[src/rtl/led_pkg.sv]
// Shared encodings for the LED pattern blocks: pattern modes, bounce
// direction and blink phase.
package led_pkg;

    typedef enum logic [1:0] {
        MODE_ALL_ON = 2'd0,
        MODE_BLINK  = 2'd1,
        MODE_CHASE  = 2'd2,
        MODE_BOUNCE = 2'd3
    } mode_e;

    typedef enum logic {
        DIR_UP   = 1'b0,
        DIR_DOWN = 1'b1
    } dir_e;

    typedef enum logic {
        PHASE_ON  = 1'b0,
        PHASE_OFF = 1'b1
    } phase_e;

endpackage

[src/rtl/tick_gen.sv]
// Divide-by-DIV prescaler; tick is high for one cycle every DIV cycles.
// Ports: clk, rst (sync, active-high), clr (restart count at 0), tick.
module tick_gen #(
    parameter int DIV = 2
) (
    input  logic clk,
    input  logic rst,
    input  logic clr,
    output logic tick
);

    localparam int W = (DIV > 1) ? $clog2(DIV) : 1;
    localparam logic [W-1:0] LAST = W'(DIV - 1);

    logic [W-1:0] cnt_q;

    assign tick = (cnt_q == LAST);

    always_ff @(posedge clk) begin
        if (rst || clr) begin
            cnt_q <= '0;
        end else if (tick) begin
            cnt_q <= '0;
        end else begin
            cnt_q <= cnt_q + 1'b1;
        end
    end

endmodule

[src/rtl/led_pattern_gen.sv]
// LED pattern generator: all-on / blink / chase / bounce, PWM-gated.
// Ports: clk, rst (sync, active-high), mode[1:0], brightness, leds (registered).
module led_pattern_gen
    import led_pkg::*;
#(
    parameter int NUM_LEDS = 8,
    parameter int CLK_HZ   = 12000000,
    parameter int STEP_HZ  = 4,
    parameter int PWM_BITS = 4
) (
    input  logic                clk,
    input  logic                rst,
    input  logic [1:0]          mode,
    input  logic [PWM_BITS-1:0] brightness,
    output logic [NUM_LEDS-1:0] leds
);

    localparam int STEP_DIV = CLK_HZ / STEP_HZ;
    localparam logic [NUM_LEDS-1:0] ONE = NUM_LEDS'(1);

    mode_e                mode_q;
    dir_e                 dir_q, dir_d;
    phase_e               blink_q, blink_d;
    logic [NUM_LEDS-1:0]  pattern_q, pattern_d;
    logic [PWM_BITS-1:0]  pwm_cnt_q;
    logic [NUM_LEDS-1:0]  leds_q;
    logic [NUM_LEDS-1:0]  raw;
    logic                 mode_chg;
    logic                 step_tick;
    logic                 pwm_on;

    assign mode_chg = (mode != mode_q);
    assign pwm_on   = (pwm_cnt_q <= brightness);
    assign leds     = leds_q;

    // A mode change restarts the prescaler so the first step is a full period.
    tick_gen #(
        .DIV(STEP_DIV)
    ) u_tick (
        .clk (clk),
        .rst (rst),
        .clr (mode_chg),
        .tick(step_tick)
    );

    always_comb begin
        raw = '0;
        unique case (mode_q)
            MODE_ALL_ON: raw = '1;
            MODE_BLINK:  raw = {NUM_LEDS{blink_q == PHASE_ON}};
            MODE_CHASE:  raw = pattern_q;
            MODE_BOUNCE: raw = pattern_q;
            default:     raw = '0;
        endcase
    end

    always_comb begin
        pattern_d = pattern_q;
        dir_d     = dir_q;
        blink_d   = blink_q;
        if (mode_chg) begin
            pattern_d = ONE;
            dir_d     = DIR_UP;
            blink_d   = PHASE_ON;
        end else if (step_tick) begin
            blink_d = (blink_q == PHASE_ON) ? PHASE_OFF : PHASE_ON;
            if (mode_q == MODE_CHASE) begin
                // Rotate left; for a single LED this leaves bit0 in place.
                pattern_d = (pattern_q << 1) | (pattern_q >> (NUM_LEDS - 1));
            end else if (mode_q == MODE_BOUNCE && NUM_LEDS > 1) begin
                // Turn around on reaching an end so endpoints show for one step.
                if (dir_q == DIR_UP) begin
                    if (pattern_q[NUM_LEDS-1]) begin
                        dir_d     = DIR_DOWN;
                        pattern_d = pattern_q >> 1;
                    end else begin
                        pattern_d = pattern_q << 1;
                    end
                end else begin
                    if (pattern_q[0]) begin
                        dir_d     = DIR_UP;
                        pattern_d = pattern_q << 1;
                    end else begin
                        pattern_d = pattern_q >> 1;
                    end
                end
            end
        end
    end

    always_ff @(posedge clk) begin
        if (rst) begin
            mode_q    <= MODE_ALL_ON;
            dir_q     <= DIR_UP;
            blink_q   <= PHASE_ON;
            pattern_q <= ONE;
            pwm_cnt_q <= '0;
            leds_q    <= '0;
        end else begin
            mode_q    <= mode_e'(mode);
            dir_q     <= dir_d;
            blink_q   <= blink_d;
            pattern_q <= pattern_d;
            pwm_cnt_q <= pwm_cnt_q + 1'b1;
            leds_q    <= raw & {NUM_LEDS{pwm_on}};
        end
    end

endmodule

[config.mk]
export PLATFORM = sky130hd
export DESIGN_NAME = led_pattern_gen
export DESIGN_NICKNAME = d
export VERILOG_FILES = /design/src/rtl/led_pkg.sv /design/src/rtl/tick_gen.sv /design/src/rtl/led_pattern_gen.sv
export SDC_FILE = /design/constraint.sdc
export NUM_CORES = 1
export LEC_CHECK = 0
export CAP_MARGIN = 25
export CELL_PAD_IN_SITES_DETAIL_PLACEMENT = 0
export CELL_PAD_IN_SITES_GLOBAL_PLACEMENT = 1
export CORE_ASPECT_RATIO = 0.75
export CORE_MARGIN = 4
export CORE_UTILIZATION = 40
export DETAILED_ROUTE_END_ITERATION = 6
export PLACE_DENSITY_LB_ADDON = 0.12
export SYNTH_ARGS = -nofsm -noshare
export SYNTH_HDL_FRONTEND = slang
export SYNTH_SLANG_ARGS = --single-unit
[constraint.sdc]
create_clock -name clk -period 5.13 [get_ports clk]
set_input_delay 1.2825 -clock clk [delete_from_list [all_inputs] [get_ports clk]]
set_output_delay 1.2825 -clock clk [all_outputs]
set_load 0.005 [all_outputs]
==> impl_metrics.py <==
metrics = {
    "clocking": {
        "cts_max_path_buffers": 2,
        "cts_resized": 0,
        "cts_made_buffers": 5,
        "clock_latency_ns": 0.30,
        "root_buffer": "clkbuf_8",
        "clk_pin_slew_ns": 0.08,
        "htree_num_levels": 2,
        "clock_sinks": 46,
        "postCtsHoldBufs": 0,
        "cts_setup_buffers": 0,
        "cts_tree": "yes",
    },
    "drt": {
        "avgViaCountPerCell": 5.35,
        "wl_per_cell_um": 13.2,
        "drt_iter0_markers": 77,
        "dr.pass1.iters": 4,
        "drtAntennaViolNets": 0,
        "drc_errors": 0,
        "vias": 1775,
        "drt_wl_total_um": 4380,
    },
    "layout": {
        "drive_gt1_share_pct": 5.00,
        "layout.filler_cells": 518,
        "antennaDiodeCount": 0,
        "nets": 273,
        "area_growth_pct": 14.2,
    },
    "global_routing": {
        "antenna_found_initial": 0,
        "grt_max_degree": 23,
        "globalRoute.totalOverflow": 0,
        "grt_pass1_wl_um": 7650,
        "grtUsageTotal_pct": 14.1,
        "grt_pass1_vias": 1620,
    },
    "timing": {
        "max_freq_ghz": 0.364,
        "slew_violations": 0,
        "rsz0062_at_grt": "false",
        "setup_ws_ns": 2.38,
        "tns_ns": 0,
        "skew_ns": 0.00384,
        "worstMarginPinSlew_ns": 0.789,
        "period_needed_ns": 2.75,
        "fin_crit_sh_pct": 53.6,
        "slew_headroom_pct": 47.3,
        "hold_viol_final": 0,
        "setup_viol": 0,
    },
    "synth": {
        "ys_top_cells_by_area": "dfxtp_1 (43%), a21oi_1 (5.6%), nand4_1 (4.0%), xor2_1 (3.6%), ha_1 (3.5%)",
        "ys_ff_latch": 46,
        "synth_ff_type": "dfxtp_1",
        "async_flop_share_pct": 0,
        "yosys_warnings": 0,
        "syn_nets": 263,
        "netlist_instances": 249,
        "synth-edff-count": 0,
        "yosysTopAreaCell": "dfxtp_1",
        "synth_area_sq_um": 2160,
        "synthMostInstantiatedCell": "dfxtp_1",
        "synth_commonest_cells": "dfxtp_1 (46), a21oi_1 (24), nor2_1 (20)",
        "avgSynthCellArea_sq_um": 8.69,
        "ys_types": 38,
        "yosysSeqAreaShare_pct": 42.6,
        "synth.top_cell.area_share_pct": 42.6,
    },
    "setup_path": {
        "crit_required_ns": 5.36,
        "start_kind": "primary input",
        "crit_slowest_cell": "or3_1",
        "rr_startpoint": "mode_q[1]$_SDFF_PP0_",
        "regToRegEndpoint": "pattern_q[7]$_SDFFE_PP0P_",
        "cp-end-kind": "flip-flop",
        "path_max_fanout": 22,
        "rr_worst_depth": 4,
        "crit_type": "in2reg",
        "crit_path_max_incr_delay_ns": 0.58,
        "worstPathCellList": "clkdlybuf4s50_1 > or3_1 > o21bai_1 > buf_4 > a21oi_1",
        "crit_start": "rst",
        "cp.arrival_ns": 2.98,
        "reg2reg_setup_slack_ns": 2.89,
    },
    "placed_design": {
        "hpwl_um": 3150,
        "gp_congestion": 0.809,
        "dp_slack_ns": 2.06,
        "io_buffers": 15,
    },
    "pwr": {
        "power.leakage_nw": 0.777,
        "power_mw": 0.675,
        "ir_worst_vdd_v": 0.000144,
        "p_per_area_nw_per_um2": 273,
    },
    "floorplanning": {
        "coreArea_sq_um": 5060,
        "die_height_um": 71.7,
        "die_x_um": 92.9,
        "num_io_pins": 16,
        "row_count": 22,
        "initial_core_util_pct": 42.7,
        "die-area_sq_um": 6660,
    },
    "worst_hold_path": {
        "hold_depth": 1,
        "hold_class": "reg2reg",
        "hold-path-endpoint": "pwm_cnt_q[0]$_SDFF_PP0_",
        "worstHoldStart": "pwm_cnt_q[0]$_SDFF_PP0_",
    },
    "run": {
        "maxCapViolCount": 0,
    },
    "run_status": {
        "status": "finished, final reports clean",
    },
}
how the worst max path moves through the flow:
stage / endpoint / cells past startpoint
CTS: u_tick.cnt_q[21]$_SDFF_PP0_ / 5
detailed placement: u_tick.cnt_q[19]$_SDFF_PP0_ / 5
floorplan: leds[0]$_SDFF_PP0_ / 6
global placement: u_tick.cnt_q[18]$_SDFF_PP0_ / 5
finish: u_tick.cnt_q[21]$_SDFF_PP0_ / 5
global route: leds[0]$_SDFF_PP0_ / 7
per-stage QoR:
step	utilization, %	hold WS [ns]	instances	instance area (sq um)
2_1_floorplan	-	0.430	249	2160
6_report	48.8	0.472	332	2470
3_3_place_gp	46.6	0.456	324	2360
5_1_grt	48.8	0.512	332	2470
4_1_cts	48.8	0.482	332	2470
3_5_place_dp	46.6	0.462	324	2360
cell type report:
class,instances,area [sq um],share of cell area (%)
Sequential cell,46,921,37.3
Inverter,10,37.5,1.52
Timing Repair Buffer,16,158,6.38
Clock buffer,8,110,4.46
Multi-Input combinational cell,180,1150,46.7
Tap cell,72,90.1,3.65
placed cells by master (no fill, tap or decap), types with 7 or more instances in the layout:
master	instances
nand3_1	8
xor2_1	9
clkbuf_8	8
a21oi_1	24
inv_1	10
dfxtp_1	46
clkdlybuf4s50_1	15
nand2_1	7
nor3_1	12
xnor2_1	7
o21ai_0	10
nor2_1	20
nand4_1	14
state kept, by name, summed over array words and instances (netlist names):
signal	cells
u_tick.cnt_q	22
leds	8
pattern_q	8
pwm_cnt_q	4
mode_q	2
blink_q	1
dir_q	1
routing by layer:
layer,vias up,global-route usage (%),wire length [um]
li1,934,-,-
met1,809,22.2,2520
met2,28,18.3,1650
met3,4,3.57,157
met4,0,4.39,46
met5,-,0,0
critical path, delay by kind of cell:
kind	cells	cell delay, ns
simple gates	1	0.58
buf+inv	2	0.75
compound gates	2	0.36
cell families (layout without fill, tap and decap cells):
logic type | after synthesis | count (layout) | synth area share, %
multiplexers | 4 | 4 | 1.85
AO/OA/AOI/OAI | 57 | 57 | 16.3
AND/OR/NAND/NOR | 97 | 97 | 25.3
flip-flops | 46 | 46 | 42.6
XOR/XNOR | 16 | 16 | 6.48
adder cells (fa/ha/maj) | 6 | 6 | 3.47
buffers and inverters | 23 | 34 | 4.11
where the power goes:
part           total (mW)  internal (mW)  switching [mW]
Sequential          0.373          0.366         0.00665
Clock               0.256          0.136           0.120
Combinational      0.0463         0.0257          0.0206
Total               0.675          0.528           0.147
Power figures use the tool's default switching activity.
==> RTL edit: new RTL, same flow settings <==
Remove the register `leds_q`: a continuous assignment takes its place, so the output `leds` follows one clock earlier.
--- a/src/rtl/led_pattern_gen.sv
+++ b/src/rtl/led_pattern_gen.sv
@@ -97,3 +97,2 @@
             pwm_cnt_q <= '0;
-            leds_q    <= '0;
         end else begin
@@ -104,3 +103,2 @@
             pwm_cnt_q <= pwm_cnt_q + 1'b1;
-            leds_q    <= raw & {NUM_LEDS{pwm_on}};
         end
@@ -108,2 +106,4 @@
 
+    assign leds_q = raw & {NUM_LEDS{pwm_on}};
+
 endmodule
Function: changed (a bounded check fails within 4 cycles, from zero or initial values and one cycle with rst high).
==> RTL edit against the original RTL <==
  * Sequential share of layout area fell by 1.8 points
  * Clock power fell by 27%
  * Final cell count fell by 14%
  * Sequential cell count fell by 8
  * Setup slack got worse by 2.0 ns
  * Clock skew rose by 0.0012 ns
  * Routed wire length fell by 16%
  * Synthesized area fell by 13%
  * Final area fell by 13%
  * Power fell by 20%
  * Core utilization fell by 1.0 points
  * Non-clock buffer count fell by 1
  * Critical path type is now in -> out
  * Largest power group unchanged
==> RTL edit: results (changes against the original RTL) <==
dp_slack_ns: 0.392  # -1.66 ns
grtUsageTotal: 0.137  # -0.00446
final.fill_count: 438  # -15%
vias: 1475  # -17%
fin_skew_ns: 0.00507  # +0.00123 ns
drt-met1-wl_um: 1890  # -25%
synth_area_leaders: "dfxtp_1 40%, xor2_1 7.9%, nor2_1 7.4%, mux2i_1 4.2%, ha_1 4.0%"
yosysSeqAreaShare: 0.404  # -0.0220
p_per_area_nw_per_um2: 251  # -8.4%
critPathMaxFanout: 8  # -64%
clk-insertion-delay-late_ns: 0.28  # -0.02 ns
grt_pass1_vias: 1354  # -16%
clk_pin_slew_ns: 0.06  # -0.02 ns
grt_pass1_wl_um: 6340  # -17%
status: "finished, final reports clean"
hpwl_um: 2750  # -13%
r2r-start: "u_tick.cnt_q[0]$_SDFF_PP0_"
place.gp.congestion: 0.782  # -3.4%
drt-initial-drc-count: 64  # -17%
synth_commonest_cells: "38 x dfxtp_1, 37 x nor2_1, 19 x nand2_1"
nets: 244  # -11%
met3_wirelength_um: 128  # -18%
p_leak_nw: 0.721  # -7.1%
met2_length_um: 1600  # -3.1%
finalWirelength_um: 3660  # -16%
postPlaceCellArea_um2: 2070  # -12%
max_slew_margin: 0.441  # -0.0316
crit_start: "brightness[1]"
mappedNetlistNets: 228  # -13%
layout-drive-gt1-share: 0.0522  # +0.00217
[RTL edit: changes by cell type after synthesis, sizes merged, moves of 9 or more]
cell   before  now
nand2       7   19
o21ai      10    1
nor2       20   37
nor3       12    1
a21oi      24   10
[RTL edit: final cells by class]
| class | instances | area share |
|---|---|---|
| Multi-Input combinational cell | 164 | 0.496 |
| Sequential cell | 38 | 0.355 |
| Timing Repair Buffer | 15 | 0.0700 |
| Clock buffer | 7 | 0.0356 |
| Tap cell | 57 | 0.0333 |
| Inverter | 6 | 0.0105 |
[RTL edit: logic make-up (layout without fill, tap and decap cells)]
group	count (synthesis)	count (layout)	synth area share
compound gates	25	25	0.0983
buf+inv	12	28	0.0319
simple gates	100	100	0.268
xor+xnor	25	25	0.116
flops	38	38	0.404
fa+ha+maj	6	6	0.0398
mux	8	8	0.0425
[RTL edit: layer usage]
| layer | global-route usage | up-vias |
|---|---|---|
| met2 | 0.202 | 20 |
| met4 | 0.0402 | 0 |
| li1 | - | 769 |
| met5 | 0 | - |
| met3 | 0.0427 | 4 |
| met1 | 0.191 | 682 |
[RTL edit: worst max-delay path: stages]
cell and delay [ns]:
clkdlybuf4s50_1 0.45, inv_1 0.04, ha_1 0.29, nor2b_1 0.13, o21a_1 0.16, o21a_1 0.16, o21a_1 0.25, a21oi_1 0.15
clkdlybuf4s50_1 0.53
[RTL edit: power breakdown]
group	switching, mW	internal, mW
registers	0.00449	0.299
logic	0.0216	0.0272
clock network	0.0922	0.0935
total	0.118	0.419
[RTL edit: path summary, 6_finish.rpt]
check        cells after the start  slack, ns                        end
max                              9       0.40                    leds[2]
min                              1       0.47    pwm_cnt_q[0]$_SDFF_PP0_
max reg2reg                      6       2.95  pattern_q[1]$_SDFFE_PP0P_
min reg2reg                      1       0.47    pwm_cnt_q[0]$_SDFF_PP0_
[RTL edit: through the flow]
step / hold slack, ns / instances
after floorplan: 0.430 / 214
final: 0.470 / 287
after global placement: 0.449 / 280
after CTS: 0.473 / 287
after global routing: 0.497 / 287
after detailed placement: 0.458 / 280
